File: src/rtl/lsu_mem_access.sv
// Load/store access unit for the MEM stage.
// Turns one load or store into a word-aligned data-bus transaction with byte
// enables and a req/ack handshake, extends load data, and stalls the pipeline
// while the transaction is outstanding.
//
// Ports:
//   i_clk, i_rst             clock, synchronous active-high reset
//   i_valid                  MEM-stage instruction valid (held while o_stall)
//   i_MemRead, i_MemWrite    load / store request
//   i_Mem_Mode               funct3 access size / signedness
//   i_Addr, i_StoreData      effective byte address, rs2 value
//   o_stall                  freeze upstream pipeline (combinational)
//   o_done                   one-cycle completion pulse
//   o_LoadData               extended load result, valid with o_done
//   o_misalign, o_fault      completion status, valid with o_done
//   o_bus_*                  registered data-bus request fields
//   i_bus_ack, i_bus_rdata   bus completion and read word
module lsu_mem_access #(
  parameter int unsigned WAIT_MAX = 255
) (
  input  logic        i_clk,
  input  logic        i_rst,
  input  logic        i_valid,
  input  logic        i_MemRead,
  input  logic        i_MemWrite,
  input  logic [2:0]  i_Mem_Mode,
  input  logic [31:0] i_Addr,
  input  logic [31:0] i_StoreData,
  output logic        o_stall,
  output logic        o_done,
  output logic [31:0] o_LoadData,
  output logic        o_misalign,
  output logic        o_fault,
  output logic        o_bus_req,
  output logic        o_bus_we,
  output logic [31:0] o_bus_addr,
  output logic [31:0] o_bus_wdata,
  output logic [3:0]  o_bus_be,
  input  logic        i_bus_ack,
  input  logic [31:0] i_bus_rdata
);

  localparam int unsigned CNT_W = 16;
  localparam logic [CNT_W-1:0] WAIT_LAST = CNT_W'(WAIT_MAX - 1);

  typedef enum logic [1:0] {IDLE, BUSY, DONE} state_t;

  state_t           state_q, state_d;
  logic [CNT_W-1:0] cnt_q, cnt_d;
  logic [2:0]       mode_q, mode_d;
  logic [1:0]       addr_lo_q, addr_lo_d;
  logic             req_q, req_d;
  logic             we_q, we_d;
  logic [31:0]      baddr_q, baddr_d;
  logic [31:0]      wdata_q, wdata_d;
  logic [3:0]       be_q, be_d;
  logic             done_q, done_d;
  logic [31:0]      load_q, load_d;
  logic             mis_q, mis_d;
  logic             flt_q, flt_d;

  logic             start_c;
  logic             illegal_c;
  logic             misalign_c;
  logic [3:0]       be_c;
  logic [31:0]      wdata_c;
  logic [7:0]       byte_c;
  logic [15:0]      half_c;
  logic [31:0]      ext_c;

  assign start_c = i_valid & (i_MemRead | i_MemWrite);
  assign o_stall = ((state_q == IDLE) & start_c) | (state_q == BUSY);

  // Legality of the requested access; illegal outranks misalign.
  always_comb begin
    illegal_c = 1'b0;
    if (i_MemRead & i_MemWrite) begin
      illegal_c = 1'b1;
    end else if (i_MemRead) begin
      case (i_Mem_Mode)
        3'b000, 3'b001, 3'b010, 3'b100, 3'b101: illegal_c = 1'b0;
        default:                                illegal_c = 1'b1;
      endcase
    end else begin
      illegal_c = (i_Mem_Mode != 3'b000) & (i_Mem_Mode != 3'b001) &
                  (i_Mem_Mode != 3'b010);
    end
  end

  // Low two mode bits encode size for both signed and unsigned loads.
  assign misalign_c = ((i_Mem_Mode[1:0] == 2'b01) & i_Addr[0]) |
                      ((i_Mem_Mode[1:0] == 2'b10) & (i_Addr[1:0] != 2'b00));

  // Byte enables and replicated store data for the incoming access.
  always_comb begin
    be_c    = 4'b1111;
    wdata_c = i_StoreData;
    case (i_Mem_Mode[1:0])
      2'b00: begin
        be_c    = 4'b0001 << i_Addr[1:0];
        wdata_c = {4{i_StoreData[7:0]}};
      end
      2'b01: begin
        be_c    = i_Addr[1] ? 4'b1100 : 4'b0011;
        wdata_c = {2{i_StoreData[15:0]}};
      end
      default: begin
        be_c    = 4'b1111;
        wdata_c = i_StoreData;
      end
    endcase
  end

  // Lane select and extension of the returned word using the latched access.
  always_comb begin
    case (addr_lo_q)
      2'b00:   byte_c = i_bus_rdata[7:0];
      2'b01:   byte_c = i_bus_rdata[15:8];
      2'b10:   byte_c = i_bus_rdata[23:16];
      default: byte_c = i_bus_rdata[31:24];
    endcase
    half_c = addr_lo_q[1] ? i_bus_rdata[31:16] : i_bus_rdata[15:0];
    case (mode_q)
      3'b000:  ext_c = {{24{byte_c[7]}}, byte_c};
      3'b001:  ext_c = {{16{half_c[15]}}, half_c};
      3'b010:  ext_c = i_bus_rdata;
      3'b100:  ext_c = {24'd0, byte_c};
      3'b101:  ext_c = {16'd0, half_c};
      default: ext_c = 32'd0;
    endcase
  end

  // Next-state and next-output logic.
  always_comb begin
    state_d   = state_q;
    cnt_d     = cnt_q;
    mode_d    = mode_q;
    addr_lo_d = addr_lo_q;
    we_d      = we_q;
    baddr_d   = baddr_q;
    wdata_d   = wdata_q;
    be_d      = be_q;
    req_d     = 1'b0;
    done_d    = 1'b0;
    load_d    = 32'd0;
    mis_d     = 1'b0;
    flt_d     = 1'b0;
    case (state_q)
      IDLE: begin
        if (start_c) begin
          if (illegal_c) begin
            state_d = DONE;
            done_d  = 1'b1;
            flt_d   = 1'b1;
          end else if (misalign_c) begin
            state_d = DONE;
            done_d  = 1'b1;
            mis_d   = 1'b1;
          end else begin
            state_d   = BUSY;
            req_d     = 1'b1;
            cnt_d     = '0;
            mode_d    = i_Mem_Mode;
            addr_lo_d = i_Addr[1:0];
            we_d      = i_MemWrite;
            baddr_d   = {i_Addr[31:2], 2'b00};
            wdata_d   = wdata_c;
            be_d      = be_c;
          end
        end
      end
      BUSY: begin
        if (i_bus_ack) begin
          state_d = DONE;
          done_d  = 1'b1;
          load_d  = we_q ? 32'd0 : ext_c;
        end else if (cnt_q == WAIT_LAST) begin
          state_d = DONE;
          done_d  = 1'b1;
          flt_d   = 1'b1;
        end else begin
          req_d = 1'b1;
          cnt_d = cnt_q + CNT_W'(1);
        end
      end
      DONE: begin
        state_d = IDLE;
      end
      default: begin
        state_d = IDLE;
      end
    endcase
  end

  // State and output registers.
  always_ff @(posedge i_clk) begin
    if (i_rst) begin
      state_q   <= IDLE;
      cnt_q     <= '0;
      mode_q    <= 3'd0;
      addr_lo_q <= 2'd0;
      req_q     <= 1'b0;
      we_q      <= 1'b0;
      baddr_q   <= 32'd0;
      wdata_q   <= 32'd0;
      be_q      <= 4'd0;
      done_q    <= 1'b0;
      load_q    <= 32'd0;
      mis_q     <= 1'b0;
      flt_q     <= 1'b0;
    end else begin
      state_q   <= state_d;
      cnt_q     <= cnt_d;
      mode_q    <= mode_d;
      addr_lo_q <= addr_lo_d;
      req_q     <= req_d;
      we_q      <= we_d;
      baddr_q   <= baddr_d;
      wdata_q   <= wdata_d;
      be_q      <= be_d;
      done_q    <= done_d;
      load_q    <= load_d;
      mis_q     <= mis_d;
      flt_q     <= flt_d;
    end
  end

  assign o_done      = done_q;
  assign o_LoadData  = load_q;
  assign o_misalign  = mis_q;
  assign o_fault     = flt_q;
  assign o_bus_req   = req_q;
  assign o_bus_we    = we_q;
  assign o_bus_addr  = baddr_q;
  assign o_bus_wdata = wdata_q;
  assign o_bus_be    = be_q;

endmodule

File: config.mk
export PLATFORM = sky130hd
export DESIGN_NAME = lsu_mem_access
export DESIGN_NICKNAME = d
export VERILOG_FILES = /design/src/rtl/lsu_mem_access.sv
export SDC_FILE = /design/constraint.sdc
export NUM_CORES = 1
export LEC_CHECK = 0
export ABC_AREA = 1
export CORE_ASPECT_RATIO = 2
export CORE_MARGIN = 2
export CORE_UTILIZATION = 31
export DETAILED_ROUTE_END_ITERATION = 16
export PLACE_DENSITY_LB_ADDON = 0.2
export SETUP_SLACK_MARGIN = 0.4
export SLEW_MARGIN = 10
export SYNTH_ARGS = -nofsm -noshare
export SYNTH_HDL_FRONTEND = slang
export SYNTH_SLANG_ARGS = --single-unit
File: constraint.sdc
create_clock -name i_clk -period 1.4 [get_ports i_clk]
set_input_delay 0.14 -clock i_clk [delete_from_list [all_inputs] [get_ports i_clk]]
set_output_delay 0.14 -clock i_clk [all_outputs]
set_load 0.1 [all_outputs]
# [Word level (Yosys, flattened, before mapping)]
# Cells that the tools add are included.
# Widths: inputs -> output; s select.
[totals] ff_bits=126 input_bits=105 out_inout_bits=106 elab_cells=104
[op_classes] n_addsub=1 n_eq_ne=22 shift=1 mux=37 bitwise=16 reduce_logical=14
[ops] operator="$pmux 32 s5" n=1
[ops] operator="$mux 16" n=6
[ops] operator="$pmux 32 s2" n=1
[ops] operator="$pmux 16 s2" n=1
[ops] operator="$pmux 8 s3" n=1
[ops] operator="$add 16x1->16 const B" n=1
[ops] operator="$eq 16x8->1 const B" n=1
[ops] operator="$mux 1" n=16
[ops] operator="$eq 3x3->1 const B" n=4
[ops] operator="$mux 2" n=5
[ops] operator="$ne 2x2->1 const B" n=5
[ops] operator="$pmux 4 s2" n=1
[ops] operator="$reduce_or 4->1" n=2
[ops] operator="$and 1x1->1" n=7
[ops] operator="$eq 2x1->1 const B" n=3
[ops] operator="$eq 3x1->1 const B" n=2
[ops] operator="$eq 3x2->1 const B" n=2
[ops] operator="$logic_not 2->1" n=3
[ops] operator="$logic_not 3->1" n=2
[ops] operator="$ne 3x2->1 const B" n=2
[ops] operator="$not 1->1" n=6
[ops] operator="$pmux 1 s2" n=3
[ops] operator="$reduce_and 6->1" n=1
[ops] operator="$reduce_or 5->1" n=1
[ops] operator="10 further kinds" n=14

# [Longest topological paths before layout]
# Gate-level depths: netlist (run 1).
[depth] ltp_word=8 depth_mapped=13 depth_no_buf=11

# [Worst setup path before layout (run 1)]
# No wires, ideal clock.
[synth_timing] path_kind="flip-flop to flip-flop" startpoint="register we_q (netlist: o_bus_we)" endpoint="register load_q[20] (netlist: o_LoadData[20])" arrival_time_ns=1.754 setup_slack_ns=-0.499 stages_incl_launch_ff=5 path_buffers=1 period_less_slack_ns=1.899 cell_sequence="dfxtp_1 > nor3_1 > o21ai_1 > clkbuf_1 > a31oi_1"
[synth_via] elab_chain_len=1
[synth_lines] item="start, declared" line="53" rtl="logic we_q, we_d;"
[synth_lines] item="start signal, assigned" line="217" rtl="we_q <= we_d;"
[synth_lines] item="$reduce_or 4->1 (no source line)"
[synth_lines] item="end signal, assigned" line="222" rtl="load_q <= load_d;"
[synth_lines] item="end, declared" line="58" rtl="logic [31:0] load_q, load_d;"
# Every way passes these cells.
# A chain may end at the register's enable or synchronous reset.

# [Worst setup path after layout (run 1)]
[layout_timing] startpoint="register state_q[0]" endpoint="register cnt_q[9]"
[layout_via] elab_chain_len=3 word_cells_on_any_way=10
[layout_lines] item="start, declared" line="48" rtl="state_t state_q, state_d;"
[layout_lines] item="start signal, assigned" line="212" rtl="state_q <= state_d;"
[layout_lines] item="$eq 2x1->1 / $logic_not 2->1 (equally long branches)" line="148" rtl="case (state_q)"
[layout_lines] item="$ne 2x2->1 (no source line) / $reduce_bool 2->1 (equally long branches)"
[layout_lines] item="$reduce_and 6->1 (no source line)"
[layout_lines] item="end signal, assigned" line="213" rtl="cnt_q <= cnt_d;"
[layout_lines] item="end, declared" line="49" rtl="logic [CNT_W-1:0] cnt_q, cnt_d;"
# Parallel ways exist; a longest one is shown, timed or not.

==> reports/results.ini, run 1 <==
[run_status]
status=complete, but fails checks
violations=setup timing

[layout]
areaGrowthSynthToFinish_pct=113
utilization_pct=67.1
final_nets=1267
drive_gt1_share_pct=43.9
fin_cells=1392

[floorplan]
die_w_um=101
core_um2=18300
io_pins=211
die_area_um2=19800
start_util_pct=31.6
fp.dieH_um=197
rows=70

[clock_tree]
cts_max_level=4
clkLatencyLatePin_ns=0.42
cts_root_buffer=clkbuf_16
hold_buffers=0
cts_inserted_buffers=17
clock_sinks=126
cts_tree=done
cts_buffer_depth=2
clk_pin_slew_ns=0.06

[global_route]
grt_max_degree=86
overflow=0
grt_pass1_vias=6796
antenna_found_initial=3
grt_pass1_wl_um=36200
grtUsageTotal_pct=23.9

[worst_setup_path]
cp_data_required_time_ns=1.72
start_kind=register
cp_data_arrival_time_ns=2.07
crit_path_end_kind=register
cp_max_fo=6
crit_type=register to register

[place]
hpwl_um=16000
placed_cells=1294
gp_congestion=0.886
numPortBuffers=208

[detailed_routing]
detail-route-antenna-nets=0
wl_per_cell_um=17.9
vias_per_cell=5.04
drtIter0Drc=345
drc_errors=0
dr.pass1.iters=7
dr_total_vias=7013
drt_wl_total_um=24900

[power]
p_leak_uw=0.00476
powerDensity_nw_per_um2=932
total_power_uw=11400
ir_drop_mv=0.855

[synth]
synth_most_common_cell=nand2_1
synth-seq-area-share_pct=43.6
syn_area_per_cell_um2=6.98
ys_top_cells_by_area=dfxtp_1 (44%), nand2_1 (20%), a21oi_1 (8.0%)
ys_top_cells_by_count=nand2_1 (306), dfxtp_1 (126), a21oi_1 (92), nor2_1 (75), inv_1 (43)
netlist_instances=828
syn_area_um2=5780
ys_types=37
yosysTopAreaCellShare_pct=43.6
synth-edff-count=0
yosys_most_used_dff=dfxtp_1
synth_area_leader_cell=dfxtp_1
synth-warning-count=0
synthArstFlopShare_pct=0
synth-seq-cells=126

[sta]
fin_ws_ns=-0.353
rsz0062_at_grt=yes
min_period_over_period_pct=125
drv_slew=0
hold_viol_final=0
fin_skew_ns=0.00956
period_needed_ns=1.75
setup_viol=125
fmax_mhz=570

[worst_hold_path]
min_path_type=input port to register

[job]
cap_violations=0

[final timing paths]
| check | startpoint | depth (start not counted) | endpoint | slack, ns |
|---|---|---|---|---|
| max | state_q[0]$_SDFFE_PP0P_ | 12 | cnt_q[9]$_SDFFE_PP0P_ | -0.35 |
| min | i_Addr[25] | 3 | o_bus_addr[25]$_SDFFE_PP0P_ | 0.26 |
| max reg2reg | state_q[0]$_SDFFE_PP0P_ | 12 | cnt_q[9]$_SDFFE_PP0P_ | -0.35 |
| min reg2reg | o_bus_addr[11]$_SDFFE_PP0P_ | 2 | o_bus_addr[11]$_SDFFE_PP0P_ | 0.48 |
[power by group]
group          switching [uW]  total [uW]  internal (uW)
clock                    1750        4950           3190
sequential               98.5        3780           3680
combinational            1520        2720           1200
[cell type report]
class                   count  area [um^2]
diodes                      3         7.51
clock buffers              24          533
clock inverters             8          124
fillers                  1328         6020
inverters                  47          204
multi-input cells         610         3550
flip-flops and latches    126         2690
well taps                 216          270
repair buffers            357         4890
repair inverters            1         11.3
[sequential cells by signal (all words and copies together) (netlist names)]
name,count
o_LoadData,32
o_bus_wdata,32
o_bus_addr,30
cnt_q,16
o_bus_be,4
mode_q,3
addr_lo_q,2
state_q,2
o_bus_req,1
o_bus_we,1
o_done,1
o_fault,1
o_misalign,1
[metal layers]
layer | track usage [%] | up-vias | part of all wire [%]
li1 | - | 3367 | -
met1 | 22.8 | 3287 | 32
met2 | 45.3 | 277 | 57
met3 | 3.79 | 82 | 4.7
met4 | 16.1 | 0 | 6.3
met5 | 0 | - | 0
[placed cells by master (no fill, tap or decap), types with 12 or more instances in the layout]
| cell type | count |
|---|---|
| a21oi_1 | 79 |
| a21oi_2 | 12 |
| a31oi_4 | 20 |
| buf_12 | 121 |
| buf_4 | 86 |
| buf_6 | 28 |
| clkbuf_16 | 22 |
| clkdlybuf4s50_1 | 101 |
| dfxtp_1 | 13 |
| dfxtp_2 | 102 |
| inv_1 | 36 |
| nand2_1 | 278 |
| nand2_2 | 19 |
| nand3_1 | 25 |
| nor2_1 | 58 |
| nor2_4 | 13 |
| o211ai_1 | 14 |
| o21ai_0 | 25 |
[what timing repair did]
item / CTS / global route
gates cloned: 17 / 3
resized for setup: 117 / 69
setup endpoints to repair: 230 / 230
pin swaps: 39 / 31
buffers inserted: 23 / 20
[logic make-up (layout without fill, tap and decap cells)]
family / count (synthesis) / in the layout / synth area share, %
buffers and inverters: 95 / 437 / 8.40
adder cells (fa/ha/maj): 2 / 2 / 0.433
flip-flops: 126 / 126 / 43.6
other: 1 / 5 / 0.0649
AND/OR/NAND/NOR: 431 / 433 / 29.7
AO/OA/AOI/OAI: 171 / 171 / 17.4
XOR/XNOR: 2 / 2 / 0.303
[metrics by stage]
step	area (um^2)	hold slack [ns]	setup TNS [ns]	setup slack (ns)
finish	12300	0.261	-25.73	-0.353
floorplan	6190	0.274	-0.436	-0.0437
global placement	10000	0.465	-52.23	-0.485
detailed placement	10000	0.471	-56.90	-0.546
CTS	11700	0.257	-23.36	-0.319
global route	12300	0.282	-32.99	-0.409
[critical path, stage by stage (launching register included)]
cell        delay [ns]
dfxtp_2           0.34
inv_2             0.04
nor2_4            0.18
nand2_4           0.11
buf_6             0.13
buf_6             0.11
nand2_4           0.06
clkinvlp_4        0.21
buf_12            0.22
nand3_4           0.07
nand2_2           0.05
nand2_2           0.07
nor2_1            0.04
No activity file was read; power rests on OpenSTA's default activity.
==> run 2, diff against run 1 <==
--- a/config.mk
+++ b/config.mk
@@ -7,7 +7,7 @@
 export LEC_CHECK = 0
 export ABC_AREA = 1
 export CORE_ASPECT_RATIO = 2
-export CORE_MARGIN = 2
+export CORE_MARGIN = 8
 export CORE_UTILIZATION = 31
 export DETAILED_ROUTE_END_ITERATION = 16
 export PLACE_DENSITY_LB_ADDON = 0.2
==> constraint.sdc (replaced) <==
create_clock -name i_clk -period 2.25 [get_ports i_clk]
set_input_delay 0.225 -clock i_clk [delete_from_list [all_inputs] [get_ports i_clk]]
set_output_delay 0.225 -clock i_clk [all_outputs]
set_load 0.1 [all_outputs]
==> run 2 against run 1 <==
Compared with the run above: the run now ends clean; sequential share of layout area increased by 8.2 points; final cell count decreased by 9.3%; clock skew is 0.0031 ns lower; sequential power decreased by 39%; hold slack better by 0.060 ns; critical path depth is 6 lower; clock-buffer cell count decreased by 4; combinational power decreased by 59%; clock power shrank 47%; first-iteration DRC count decreased by 34%; largest cell class is now multi-input combinational cells; highest routed layer unchanged.
==> reports/results.ini, run 2 (same netlist as run 1, synthesis figures left out) <==
[run_status]
status=finished clean

[worst_setup_path]
cp_max_fo=3  ; -3
cp_data_required_time_ns=2.03  ; +0.31 ns
slowest_delay_ns=0.48  ; +0.14 ns
cp_data_arrival_time_ns=1.54  ; -0.53 ns
crit_chain=clkdlybuf4s50_1, o21ai_0, nor2_2, inv_1, nand2_1, buf_12
critPathSlowestCell=clkdlybuf4s50_1
crit_type=input port to output port
crit_path_end_kind=output port
start_kind=input port

[layout]
final_cell_mix=nand2_1 (306), dfxtp_1 (125), buf_4 (122)
final_common_cell=nand2_1
areaGrowthSynthToFinish_pct=45.2
drive_gt1_share_pct=17.8  ; -26 points
final_nets=1139  ; -10%

[sta]
rsz0062_at_grt=no
min_period_over_period_pct=78.3
fin_skew_ns=0.00644  ; -0.00312 ns
fmax_mhz=567
worstMarginPinSlew_ns=0.952
hold_viol_final=0  ; unchanged
hold_slack_ns=0.321  ; +0.0601 ns
setup_tns_ns=0  ; +25.73 ns
setup_viol=0  ; -100%
period_needed_ns=1.76
relSlewSlack_pct=36.6
drv_slew=0  ; unchanged

[floorplan]
die_area_um2=23500  ; +19%
fp.dieH_um=209  ; +6.1%
core_um2=18300  ; unchanged
start_util_pct=31.6  ; unchanged
rows=70  ; unchanged
die_w_um=113  ; +12%
io_pins=211  ; unchanged

[global_route]
grt_max_degree=86  ; unchanged
antenna_found_initial=1  ; -2
use_met2_pct=33.8  ; -11 points
busiest_layer=met2
use_met3_pct=4.62  ; +0.84 points
grt_pass1_vias=6047  ; -11%
use_met1_pct=16.0  ; -6.8 points
grt_pass1_wl_um=32500  ; -10%
overflow=0  ; unchanged
grtUsageTotal_pct=17.5  ; -6.4 points

[detailed_routing]
detail-route-antenna-nets=0  ; unchanged
drtIter0Drc=227  ; -34%
vias_per_cell=4.77  ; -5.3%
dr_total_vias=6029  ; -14%
drc_errors=0  ; unchanged
dr.pass1.iters=4  ; -3
wl_per_cell_um=16.3  ; -8.8%
drt_wl_total_um=20600  ; -17%

[clock_tree]
cts_buffer_depth=2  ; unchanged
cts_inserted_buffers=17  ; unchanged
cts_root_buffer=clkbuf_16
clock_sinks=126  ; unchanged
cts_max_level=4  ; unchanged
clk_pin_slew_ns=0.05  ; about the same
cts_setup_buffers=0  ; -100%
cts_tree=done
clkLatencyLatePin_ns=0.42  ; about the same

[job]
cap_violations=0  ; unchanged

[place]
gp_congestion=0.847  ; -4.4%
numPortBuffers=208  ; unchanged
hpwl_um=15800  ; -1.4%

[power]
ir_drop_mv=0.537  ; -37%
powerDensity_nw_per_um2=723  ; -22%
p_leak_uw=0.00339  ; -29%

[worst_hold_path]
min_path_type=input port to register

==> run 2: cell count changes in the layout (fill, tap and decap cells not counted), sizes merged, moves of 3 or more <==
cell	delta
buf	-118
bufbuf	-3
clkbuf	-8
clkinv	+4
==> run 2: report_power, final <==
group | switching [uW] | internal (uW) | leakage, uW
Clock | 1020 | 1620 | 0.000269
Sequential | 31.8 | 2290 | 0.00102
Combinational | 743 | 366 | 0.00210
==> run 2: final cells by class <==
cell class                 count  area, um^2
antenna                        2        5.00
inverter                      47         179
clock buffer                  20         437
tap                          216         270
fill                        1868        9910
multi-input combinational    608        2790
sequential                   126        2520
timing repair buffer         232        2060
clock inverter                12         121
==> run 2: stage by stage <==
| step | cells | worst slack, ns | total power, uW | instance area, um^2 | util (%) |
|---|---|---|---|---|---|
| 2_1_floorplan | 829 | 0.587 | 3060 | 5780 | - |
| 5_1_grt | 1263 | 0.401 | 6290 | 8390 | 45.9 |
| 4_1_cts | 1261 | 0.410 | 6130 | 8380 | 45.8 |
| 3_3_place_gp | 1229 | 0.154 | 3470 | 7810 | 42.7 |
| 3_5_place_dp | 1229 | 0.171 | 3470 | 7810 | 42.7 |
| 6_report | 1263 | 0.488 | 6060 | 8390 | 45.9 |
==> run 2: layer usage <==
metal	vias up	routed length (um)
li1	3086	-
met1	2735	7160
met2	169	11500
met3	39	1170
met4	0	801
met5	-	0
==> run 2: worst max-delay path: cells and delay by family <==
| kind | cells | cell delay [ns] |
|---|---|---|
| and+or+nand+nor | 2 | 0.19 |
| buffers and inverters | 3 | 0.78 |
| AOI/OAI and AO/OA | 1 | 0.33 |
==> run 2: final timing paths <==
check | from | end | slack, ns | cells past startpoint
max reg2reg | state_q[0]$_SDFFE_PP0P_ | o_LoadData[9]$_SDFF_PP0_ | 0.54 | 7
min reg2reg | o_bus_addr[26]$_SDFFE_PP0P_ | o_bus_addr[26]$_SDFFE_PP0P_ | 0.46 | 2
min | i_rst | o_LoadData[10]$_SDFF_PP0_ | 0.32 | 4
max | i_MemWrite | o_stall | 0.49 | 6
==> run 2: what timing repair did <==
action | 4_1_cts | 5_1_grt
resized for setup | 2 | 5
hold buffers | 0 | 0
endpoints found under the setup margin | 2 | 3
